`src/rtl/garegga_pal_wr.sv`:
```
// Purpose: 68000-side writer/reader for the 2048x16 xBGR555 palette RAM (port B).
// Latency: write ACK 1 cycle after REQ rise; idle read ACK+data 3 cycles after REQ rise.
// Backpressure: write held (no ACK) while FIFO full; read held until FIFO drained and commit idle.
//
// Ports:
//   CLK96, RESET96       clock, asynchronous active-high reset
//   LVBL, LHBL           active-low blanking, gate RAM commits when BLANK_ONLY=1
//   CPU_REQ/RNW/ADDR/DIN/BE -> CPU_DOUT/CPU_ACK   CPU access handshake
//   RAM_ADDR/WE/WDATA/RDATA                         palette RAM port B
//   BUSY                 work queued, committing or a CPU access outstanding

// Small generic FIFO: registered pointers with one extra wrap bit, so the
// empty/full flags always reflect the count after the last push/pop.
module garegga_pal_fifo #(
    parameter int DW = 29,
    parameter int AW = 2
) (
    input  logic          CLK96,
    input  logic          RESET96,
    input  logic          push,
    input  logic [DW-1:0] wdat,
    input  logic          pop,
    output logic [DW-1:0] rdat,
    output logic          empty,
    output logic          full
);
    localparam int DEPTH = 1 << AW;

    logic [DW-1:0] mem [DEPTH];
    logic [AW:0]   wr_ptr;
    logic [AW:0]   rd_ptr;
    logic          do_push;
    logic          do_pop;

    assign do_push = push && !full;
    assign do_pop  = pop && !empty;

    always_ff @(posedge CLK96 or posedge RESET96) begin
        if (RESET96) begin
            wr_ptr <= '0;
            rd_ptr <= '0;
        end else begin
            if (do_push) wr_ptr <= wr_ptr + 1'b1;
            if (do_pop)  rd_ptr <= rd_ptr + 1'b1;
        end
    end

    always_ff @(posedge CLK96) begin
        if (do_push) mem[wr_ptr[AW-1:0]] <= wdat;
    end

    assign rdat  = mem[rd_ptr[AW-1:0]];
    assign empty = (wr_ptr == rd_ptr);
    assign full  = (wr_ptr[AW] != rd_ptr[AW]) && (wr_ptr[AW-1:0] == rd_ptr[AW-1:0]);
endmodule

module garegga_pal_wr #(
    parameter int FIFO_AW    = 2,
    parameter bit BLANK_ONLY = 1'b0
) (
    input  logic        CLK96,
    input  logic        RESET96,
    input  logic        LVBL,
    input  logic        LHBL,
    input  logic        CPU_REQ,
    input  logic        CPU_RNW,
    input  logic [10:0] CPU_ADDR,
    input  logic [15:0] CPU_DIN,
    input  logic [1:0]  CPU_BE,
    output logic [15:0] CPU_DOUT,
    output logic        CPU_ACK,
    output logic [10:0] RAM_ADDR,
    output logic        RAM_WE,
    output logic [15:0] RAM_WDATA,
    input  logic [15:0] RAM_RDATA,
    output logic        BUSY
);
    typedef struct packed {
        logic [10:0] addr;
        logic [15:0] din;
        logic [1:0]  be;
    } pal_wr_t;

    typedef enum logic [2:0] {
        IDLE   = 3'd0,
        FULLWR = 3'd1,
        RMW_RD = 3'd2,
        RMW_WT = 3'd3,
        RMW_WR = 3'd4
    } state_t;

    state_t      state_q;
    state_t      state_d;

    logic        req_q;
    logic        req_rise;
    logic        pend_vld;
    logic        pend_rnw;
    logic [10:0] pend_addr;
    logic [15:0] pend_din;
    logic [1:0]  pend_be;

    logic        act_vld;
    logic        act_rnw;
    logic [10:0] act_addr;
    logic [15:0] act_din;
    logic [1:0]  act_be;
    logic        wr_go;
    logic        rd_go;

    pal_wr_t     push_dat;
    pal_wr_t     head;
    logic [$bits(pal_wr_t)-1:0] head_raw;
    logic        fifo_pop;
    logic        fifo_empty;
    logic        fifo_full;

    logic [1:0]  rd_st;
    logic [10:0] rd_addr;
    logic [15:0] merge_q;
    logic        commit_ok;

    // A held REQ only triggers once; the edge is serviced immediately if
    // possible, otherwise parked in the pend registers until it can be.
    assign req_rise = CPU_REQ && !req_q;
    assign act_vld  = pend_vld || req_rise;
    assign act_rnw  = pend_vld ? pend_rnw  : CPU_RNW;
    assign act_addr = pend_vld ? pend_addr : CPU_ADDR;
    assign act_din  = pend_vld ? pend_din  : CPU_DIN;
    assign act_be   = pend_vld ? pend_be   : CPU_BE;

    assign wr_go = act_vld && !act_rnw && !fifo_full;
    // Reads wait for every queued write to land so they never return stale colour.
    assign rd_go = act_vld && act_rnw && fifo_empty && (state_q == IDLE) && (rd_st == 2'd0);

    assign push_dat.addr = act_addr;
    assign push_dat.din  = act_din;
    assign push_dat.be   = (act_be == 2'b00) ? 2'b11 : act_be;

    assign head     = head_raw;
    assign fifo_pop = (state_q == FULLWR) || (state_q == RMW_WR);

    garegga_pal_fifo #(
        .DW ($bits(pal_wr_t)),
        .AW (FIFO_AW)
    ) u_fifo (
        .CLK96   (CLK96),
        .RESET96 (RESET96),
        .push    (wr_go),
        .wdat    (push_dat),
        .pop     (fifo_pop),
        .rdat    (head_raw),
        .empty   (fifo_empty),
        .full    (fifo_full)
    );

    // CPU request capture and read sequencing
    always_ff @(posedge CLK96 or posedge RESET96) begin
        if (RESET96) begin
            req_q     <= 1'b0;
            pend_vld  <= 1'b0;
            pend_rnw  <= 1'b0;
            pend_addr <= '0;
            pend_din  <= '0;
            pend_be   <= '0;
            rd_st     <= 2'd0;
            rd_addr   <= '0;
            CPU_DOUT  <= '0;
            CPU_ACK   <= 1'b0;
        end else begin
            req_q <= CPU_REQ;
            if (wr_go || rd_go) begin
                pend_vld <= 1'b0;
            end else if (req_rise) begin
                pend_vld  <= 1'b1;
                pend_rnw  <= CPU_RNW;
                pend_addr <= CPU_ADDR;
                pend_din  <= CPU_DIN;
                pend_be   <= CPU_BE;
            end
            // rd_st 1: address presented; 2: RAM data valid, capture it.
            case (rd_st)
                2'd0: begin
                    if (rd_go) begin
                        rd_addr <= act_addr;
                        rd_st   <= 2'd1;
                    end
                end
                2'd1: rd_st <= 2'd2;
                2'd2: begin
                    CPU_DOUT <= RAM_RDATA;
                    rd_st    <= 2'd0;
                end
                default: rd_st <= 2'd0;
            endcase
            CPU_ACK <= wr_go || (rd_st == 2'd2);
        end
    end

    // Commit FSM: state register
    always_ff @(posedge CLK96 or posedge RESET96) begin
        if (RESET96) begin
            state_q <= IDLE;
            merge_q <= '0;
        end else begin
            state_q <= state_d;
            if (state_q == RMW_WT) begin
                merge_q <= {head.be[1] ? head.din[15:8] : RAM_RDATA[15:8],
                            head.be[0] ? head.din[7:0]  : RAM_RDATA[7:0]};
            end
        end
    end

    // Blanking gate is sampled only when leaving IDLE; an RMW in flight finishes.
    assign commit_ok = !BLANK_ONLY || !LVBL || !LHBL;

    // Commit FSM: next state
    always_comb begin
        state_d = state_q;
        case (state_q)
            IDLE: begin
                if (!fifo_empty && commit_ok && (rd_st == 2'd0)) begin
                    state_d = (head.be == 2'b11) ? FULLWR : RMW_RD;
                end
            end
            FULLWR:  state_d = IDLE;
            RMW_RD:  state_d = RMW_WT;
            RMW_WT:  state_d = RMW_WR;
            RMW_WR:  state_d = IDLE;
            default: state_d = IDLE;
        endcase
    end

    // Commit FSM: outputs. Read sequencing owns RAM_ADDR whenever the FSM is idle.
    always_comb begin
        RAM_WE    = 1'b0;
        RAM_WDATA = '0;
        RAM_ADDR  = rd_addr;
        case (state_q)
            FULLWR: begin
                RAM_ADDR  = head.addr;
                RAM_WDATA = head.din;
                RAM_WE    = 1'b1;
            end
            RMW_RD, RMW_WT: begin
                RAM_ADDR = head.addr;
            end
            RMW_WR: begin
                RAM_ADDR  = head.addr;
                RAM_WDATA = merge_q;
                RAM_WE    = 1'b1;
            end
            default: begin
                RAM_ADDR = rd_addr;
            end
        endcase
    end

    assign BUSY = !fifo_empty || (state_q != IDLE) || pend_vld || (rd_st != 2'd0);
endmodule

```
`config.mk`:
```
export PLATFORM = sky130hd
export DESIGN_NAME = garegga_pal_wr
export DESIGN_NICKNAME = d
export VERILOG_FILES = /design/src/rtl/garegga_pal_wr.sv
export SDC_FILE = /design/constraint.sdc
export NUM_CORES = 1
export LEC_CHECK = 0
export ABC_CLOCK_PERIOD_IN_PS = 3400
export BUFFER_PORTS_ARGS = -buffer_cell sky130_fd_sc_hd__buf_2
export CAP_MARGIN = 40
export CORE_MARGIN = 5
export CORE_UTILIZATION = 58
export DETAILED_ROUTE_END_ITERATION = 12
export GPL_ROUTABILITY_DRIVEN = 1
export PLACE_DENSITY = 0.79
export SLEW_MARGIN = 40
export SYNTH_ARGS = -nofsm -noshare
export SYNTH_HDL_FRONTEND = slang
export SYNTH_SLANG_ARGS = --single-unit
```
`constraint.sdc`:
```
create_clock -name CLK96 -period 3.4 [get_ports CLK96]
set_input_delay 0.17 -clock CLK96 [delete_from_list [all_inputs] [get_ports CLK96]]
set_output_delay 0.17 -clock CLK96 [all_outputs]
set_load 0.005 [all_outputs]
```
# [Word-level counts from Yosys, hierarchy flattened]
# Memory sizes are Yosys's and may differ from the RTL's.
# Cells that the tools add are included.
[op_classes] n_reduce_logical=32 bitwise_logic=1 mux=19 add_sub_neg=2 eq_ne=12
[op_table] operator="$pmux W16 S2" count=1
[op_table] operator="$mux W11" count=2
[op_table] operator="$mux W16" count=1
[op_table] operator="$mux W8" count=2
[op_table] operator="$logic_and A1 B1 Y1" count=11
[op_table] operator="$pmux W3 S3" count=1
[op_table] operator="$mux W2" count=4
[op_table] operator="$logic_or A1 B1 Y1" count=7
[op_table] operator="$add A3 B1 Y3 const B" count=2
[op_table] operator="$eq A3 B2 Y1 const B" count=2
[op_table] operator="$mux W1" count=6
[op_table] operator="$eq A2 B2 Y1 const B" count=2
[op_table] operator="$logic_not A1 Y1" count=4
[op_table] operator="$logic_not A2 Y1" count=2
[op_table] operator="$pmux W2 S2" count=1
[op_table] operator="$reduce_and A2 Y1" count=2
[op_table] operator="$reduce_bool A2 Y1" count=2
[op_table] operator="$reduce_or A4 Y1" count=1
[op_table] operator="$eq A3 B1 Y1 const B" count=1
[op_table] operator="$eq A3 B3 Y1" count=1
[op_table] operator="$eq A3 B3 Y1 const B" count=1
[op_table] operator="$logic_not A3 Y1" count=1
[op_table] operator="$mux W3" count=1
[op_table] operator="$reduce_bool A3 Y1" count=1
[op_table] operator="other kinds (7)" count=7
[totals] word_cells=81 register_bits=87 input_bits=51 ramBits=116 memories=1
[mem_list] name="u_fifo.mem" words=4 width=29 read_ports=1 rd_clocked_by_memory_dff=0 wr=1 line_no="29" source="logic [DW-1:0] mem [DEPTH];"

# [Logic depth before layout (Yosys ltp)]
[depth] ltp_word=10 mapped_depth=6 mapped_depth_nobuf=4

# [Hierarchy]
# Synthesis repeated with hierarchy kept, for this count alone.
[unflattened] cells_unflattened=507 area_unflattened_um2=8684.6
[modules_own_cells] mod="garegga_pal_fifo" seq_area_each_um2=3633.5 area_per_inst_um2=4700.8 cells_per_inst=202 instances=1
[modules_own_cells] mod="garegga_pal_wr" seq_area_each_um2=2026.9 area_per_inst_um2=3983.8 cells_per_inst=305 instances=1

# [Least setup slack after synthesis]
# No wires, ideal clock.
[synth_path] path_type="flip-flop to flip-flop" start="register pend_vld" end="memory u_fifo.mem[3][0], enable pin" t_arrival_ns=2.094 t_required_ns=3.010 period_less_slack_ns=2.484 slack_ns=0.916 path_stages_with_launch=5 cell_sequence="dfrtp_1 buf_6 or4b_4 a32oi_4 and2_1"
[synth_via] elab_chain_cells=7 elab_cells_between_ends=8 cone_classes="3 x mux; 5 x reduce/logical"
[synth_lines] item="from (decl)" line_no="97" source="logic pend_vld;"
[synth_lines] item="from (signal assigned)" line_no="161" source="pend_vld <= 1'b0;"
[synth_lines] item="from (signal assigned)" line_no="173" source="pend_vld <= 1'b0;"
[synth_lines] item="from (signal assigned)" line_no="175" source="pend_vld <= 1'b1;"
[synth_lines] item="$mux W1" line_no="127" source="assign act_rnw = pend_vld ? pend_rnw : CPU_RNW;"
[synth_lines] item="$logic_not A1 Y1" line_no="132" source="assign wr_go = act_vld && !act_rnw && !fifo_full;"
[synth_lines] item="$logic_and A1 B1 Y1 (*) (2 in series)" line_no="132"
[synth_lines] item="$logic_and A1 B1 Y1 (*)" line_no="35" source="assign do_push = push && !full;"
[synth_lines] item="$mux W1 (*)" line_no="49" source="if (do_push) mem[wr_ptr[AW-1:0]] <= wdat;"
[synth_lines] item="$mux W1 (not written as such) (*)" line_no="49"
[synth_lines] item="to (decl)" line_no="29"
# Every way passes the cells marked *; elsewhere a longest branch is shown, timed or not.

# [Final worst setup path]
[layout_path] start="register pend_vld" end="memory u_fifo.mem[3][21], enable pin"
# Same word-level chain as after synthesis.

==> impl_metrics.ini <==
[outcome]
status = finished clean

[timing]
final-hold-violation-count = 0
slew_headroom = 0.448
max_slew.worst_pin.slew_ps = 827
drv_slew = 0
fin_skew_ps = 11.7
rsz0062_at_grt = no
fin_tns_setup_ps = 0
hold_ws_ps = 292
post-route-period-util = 0.795
setup_viol = 0
timing.fmax_mhz = 370
final.min_clock_period_ps = 2700

[clock_tree]
clock_sinks = 203
ctsResizeCount = 0
cts_hold_buf = 48
clk_pin_slew_ps = 60
clock_path_buffers = 3
cts_buffers = 20
insertion_delay_ps = 480
cts_setup_buffers = 0
root_buffer = clkbuf_16
htreeDepth = 1
cts_tree = done

[setup_path]
worstSetupPathType = flip-flop to flip-flop
path_cells = or4b_4 > a32oi_4 > and2_1 > buf_4
crit_path_top_delay_cell = dfrtp_1
path_max_fanout = 29
crit_arrival_ps = 2820
cp_num_buf_inv = 1
max_stage_delay_ps = 690
critPathCaptureType = flip-flop
crit_family = simple AND/OR/NAND/NOR gates
startpoint_type = flip-flop
cp.required_ps = 3520

[power]
p_per_area_mw_per_mm2 = 938
peakVddDrop_mv = 0.499
p_leak_nw = 4.18

[route]
detail_route.wl_per_cell_um = 21.2
wirelength_um = 17600
drtIter0Drc = 355
viasPerCell = 5.71
drtAntennaViolNets = 0
vias = 4730
dr.pass1.iters = 5
drc = 0

[grt]
grt_usage = 0.204
grt_pass1_vias = 5037
antenna_found_initial = 0
grt_max_degree = 64
grt_overflow = 0
grt_pass1_wl_um = 28400

[floorplan]
coreArea_mm2 = 0.0145
ios = 97
initial_core_util = 0.590
dieWidth_um = 131
rows = 44
fp.dieH_um = 131
die-area_mm2 = 0.0173

[logic_synthesis]
synthTopCellsByCount = edfxtp_1, dfrtp_1, mux2_2
synth_most_common_cell = edfxtp_1
synth.distinct_cells = 38
syn_inst = 481
synth-async-reset-ratio = 0.429
synth_edf_count = 116
netlist_area_mm2 = 0.00854
netlist.area_leader.share = 0.408
synth_nets = 537
synthFlopType = edfxtp_1
seq_area_frac_synth = 0.663
ys_warn_count = 0
yosys.area.top_type = edfxtp_1
synth.area.top_cells = edfxtp_1, dfrtp_1, mux2_2
syn_avg_cell_area_um2 = 17.8
synth_seq_cells = 203

[worst_hold_path]
holdCritPathClass = input pin to asynchronous set/reset pin

[cells_and_area]
nets = 686
drive_gt1_frac = 0.410
final_area_mm2 = 0.0103
fillers = 896
n_antenna_cell = 0
areaGrowthSynthToFinish_pct = 20.7

[placed_design]
place_congestion = 0.814
hpwl_um = 10300
portBuffers = 94
placed_cell_area_mm2 = 0.00921

[flow_run]
cap_viol_max_count = 0
per-layer routing:
layer	vias up	wire, um	global-route usage
met3	23	1040	0.0405
met2	160	8720	0.334
li1	2142	-	-
met4	0	314	0.0486
met5	-	0	0
met1	2405	7490	0.285
path summary, 6_finish.rpt:
path,endpoint,cells after the start,slack [ps],startpoint
max in group asynchronous,pend_addr[0],4,2330,RESET96
hold reg to reg,merge_q[15],2,490,merge_q[15]
min in group CLK96,req_q,2,420,CPU_REQ
setup / recovery,u_fifo.mem[3][21],4,700,pend_vld
hold / removal,u_fifo.rd_ptr[2],3,290,RESET96
setup reg to reg,u_fifo.mem[3][21],4,700,pend_vld
layout by cell type (no fill, tap or decap), drive strengths merged, types with 3 or more instances in the layout:
cell type | netlist | routed
a22o | 16 | 16
and2 | 5 | 5
buf | 15 | 106
clkbuf | 12 | 29
clkinv | 0 | 7
dfrtp | 87 | 87
dlygate4sd3 | 0 | 48
edfxtp | 116 | 116
ha | 5 | 5
inv | 8 | 7
mux2 | 95 | 95
mux2i | 17 | 17
mux4 | 29 | 29
nand2 | 21 | 21
nand2b | 4 | 4
nor2 | 4 | 4
o21ai | 17 | 17
xnor2 | 5 | 5
xor2 | 3 | 3
registers in the layout, indices dropped and copies added, names as in the netlist:
register and count:
pend_be 2, pend_vld 1, req_q 1, merge_q 16, u_fifo.wr_ptr 3, rd_st 2, CPU_ACK 1, u_fifo.mem 116
rd_addr 11, pend_din 16, pend_rnw 1, state_q 3, CPU_DOUT 16, pend_addr 11, u_fifo.rd_ptr 3
stage by stage:
stage	cells	setup WS [ps]	power (W)	util
6_report	828	698	0.00967	0.712
2_1_floorplan	481	916	0.00646	-
3_3_place_gp	743	756	0.00735	0.635
3_5_place_dp	744	717	0.00756	0.636
4_1_cts	828	686	0.00973	0.712
5_1_grt	828	546	0.0102	0.712
cell families (layout without fill, tap and decap cells):
| group | count (synthesis) | after routing | share of synthesized area |
|---|---|---|---|
| fa+ha+maj | 5 | 5 | 0.00732 |
| flops | 203 | 203 | 0.663 |
| simple gates | 48 | 48 | 0.0310 |
| buf+inv | 35 | 198 | 0.0199 |
| xor+xnor | 8 | 8 | 0.00820 |
| compound gates | 41 | 41 | 0.0366 |
| mux | 141 | 141 | 0.234 |
worst register-to-register path: stages (launching register included):
cell	delay [ps]
dfrtp_1	690
or4b_4	660
a32oi_4	350
and2_1	230
buf_4	410
final cells by class:
class | instances | area (um^2) | share of cell area
sequential | 203 | 5660 | 0.549
multi-input combinational | 243 | 2730 | 0.265
timing repair buffer | 154 | 1040 | 0.101
clock buffer | 29 | 556 | 0.0539
tap | 184 | 230 | 0.0223
clock inverter | 7 | 57.6 | 0.00558
inverter | 8 | 35.0 | 0.00340
power by group:
| group | internal, W | leakage (nW) | total, W | switching [W] |
|---|---|---|---|---|
| sequential | 0.00365 | 2.10 | 0.00409 | 0.000435 |
| clock | 0.00121 | 0.301 | 0.00208 | 0.000871 |
| combinational | 0.00179 | 1.78 | 0.00350 | 0.00172 |
Note: power is estimated with default switching activity, not from simulation.
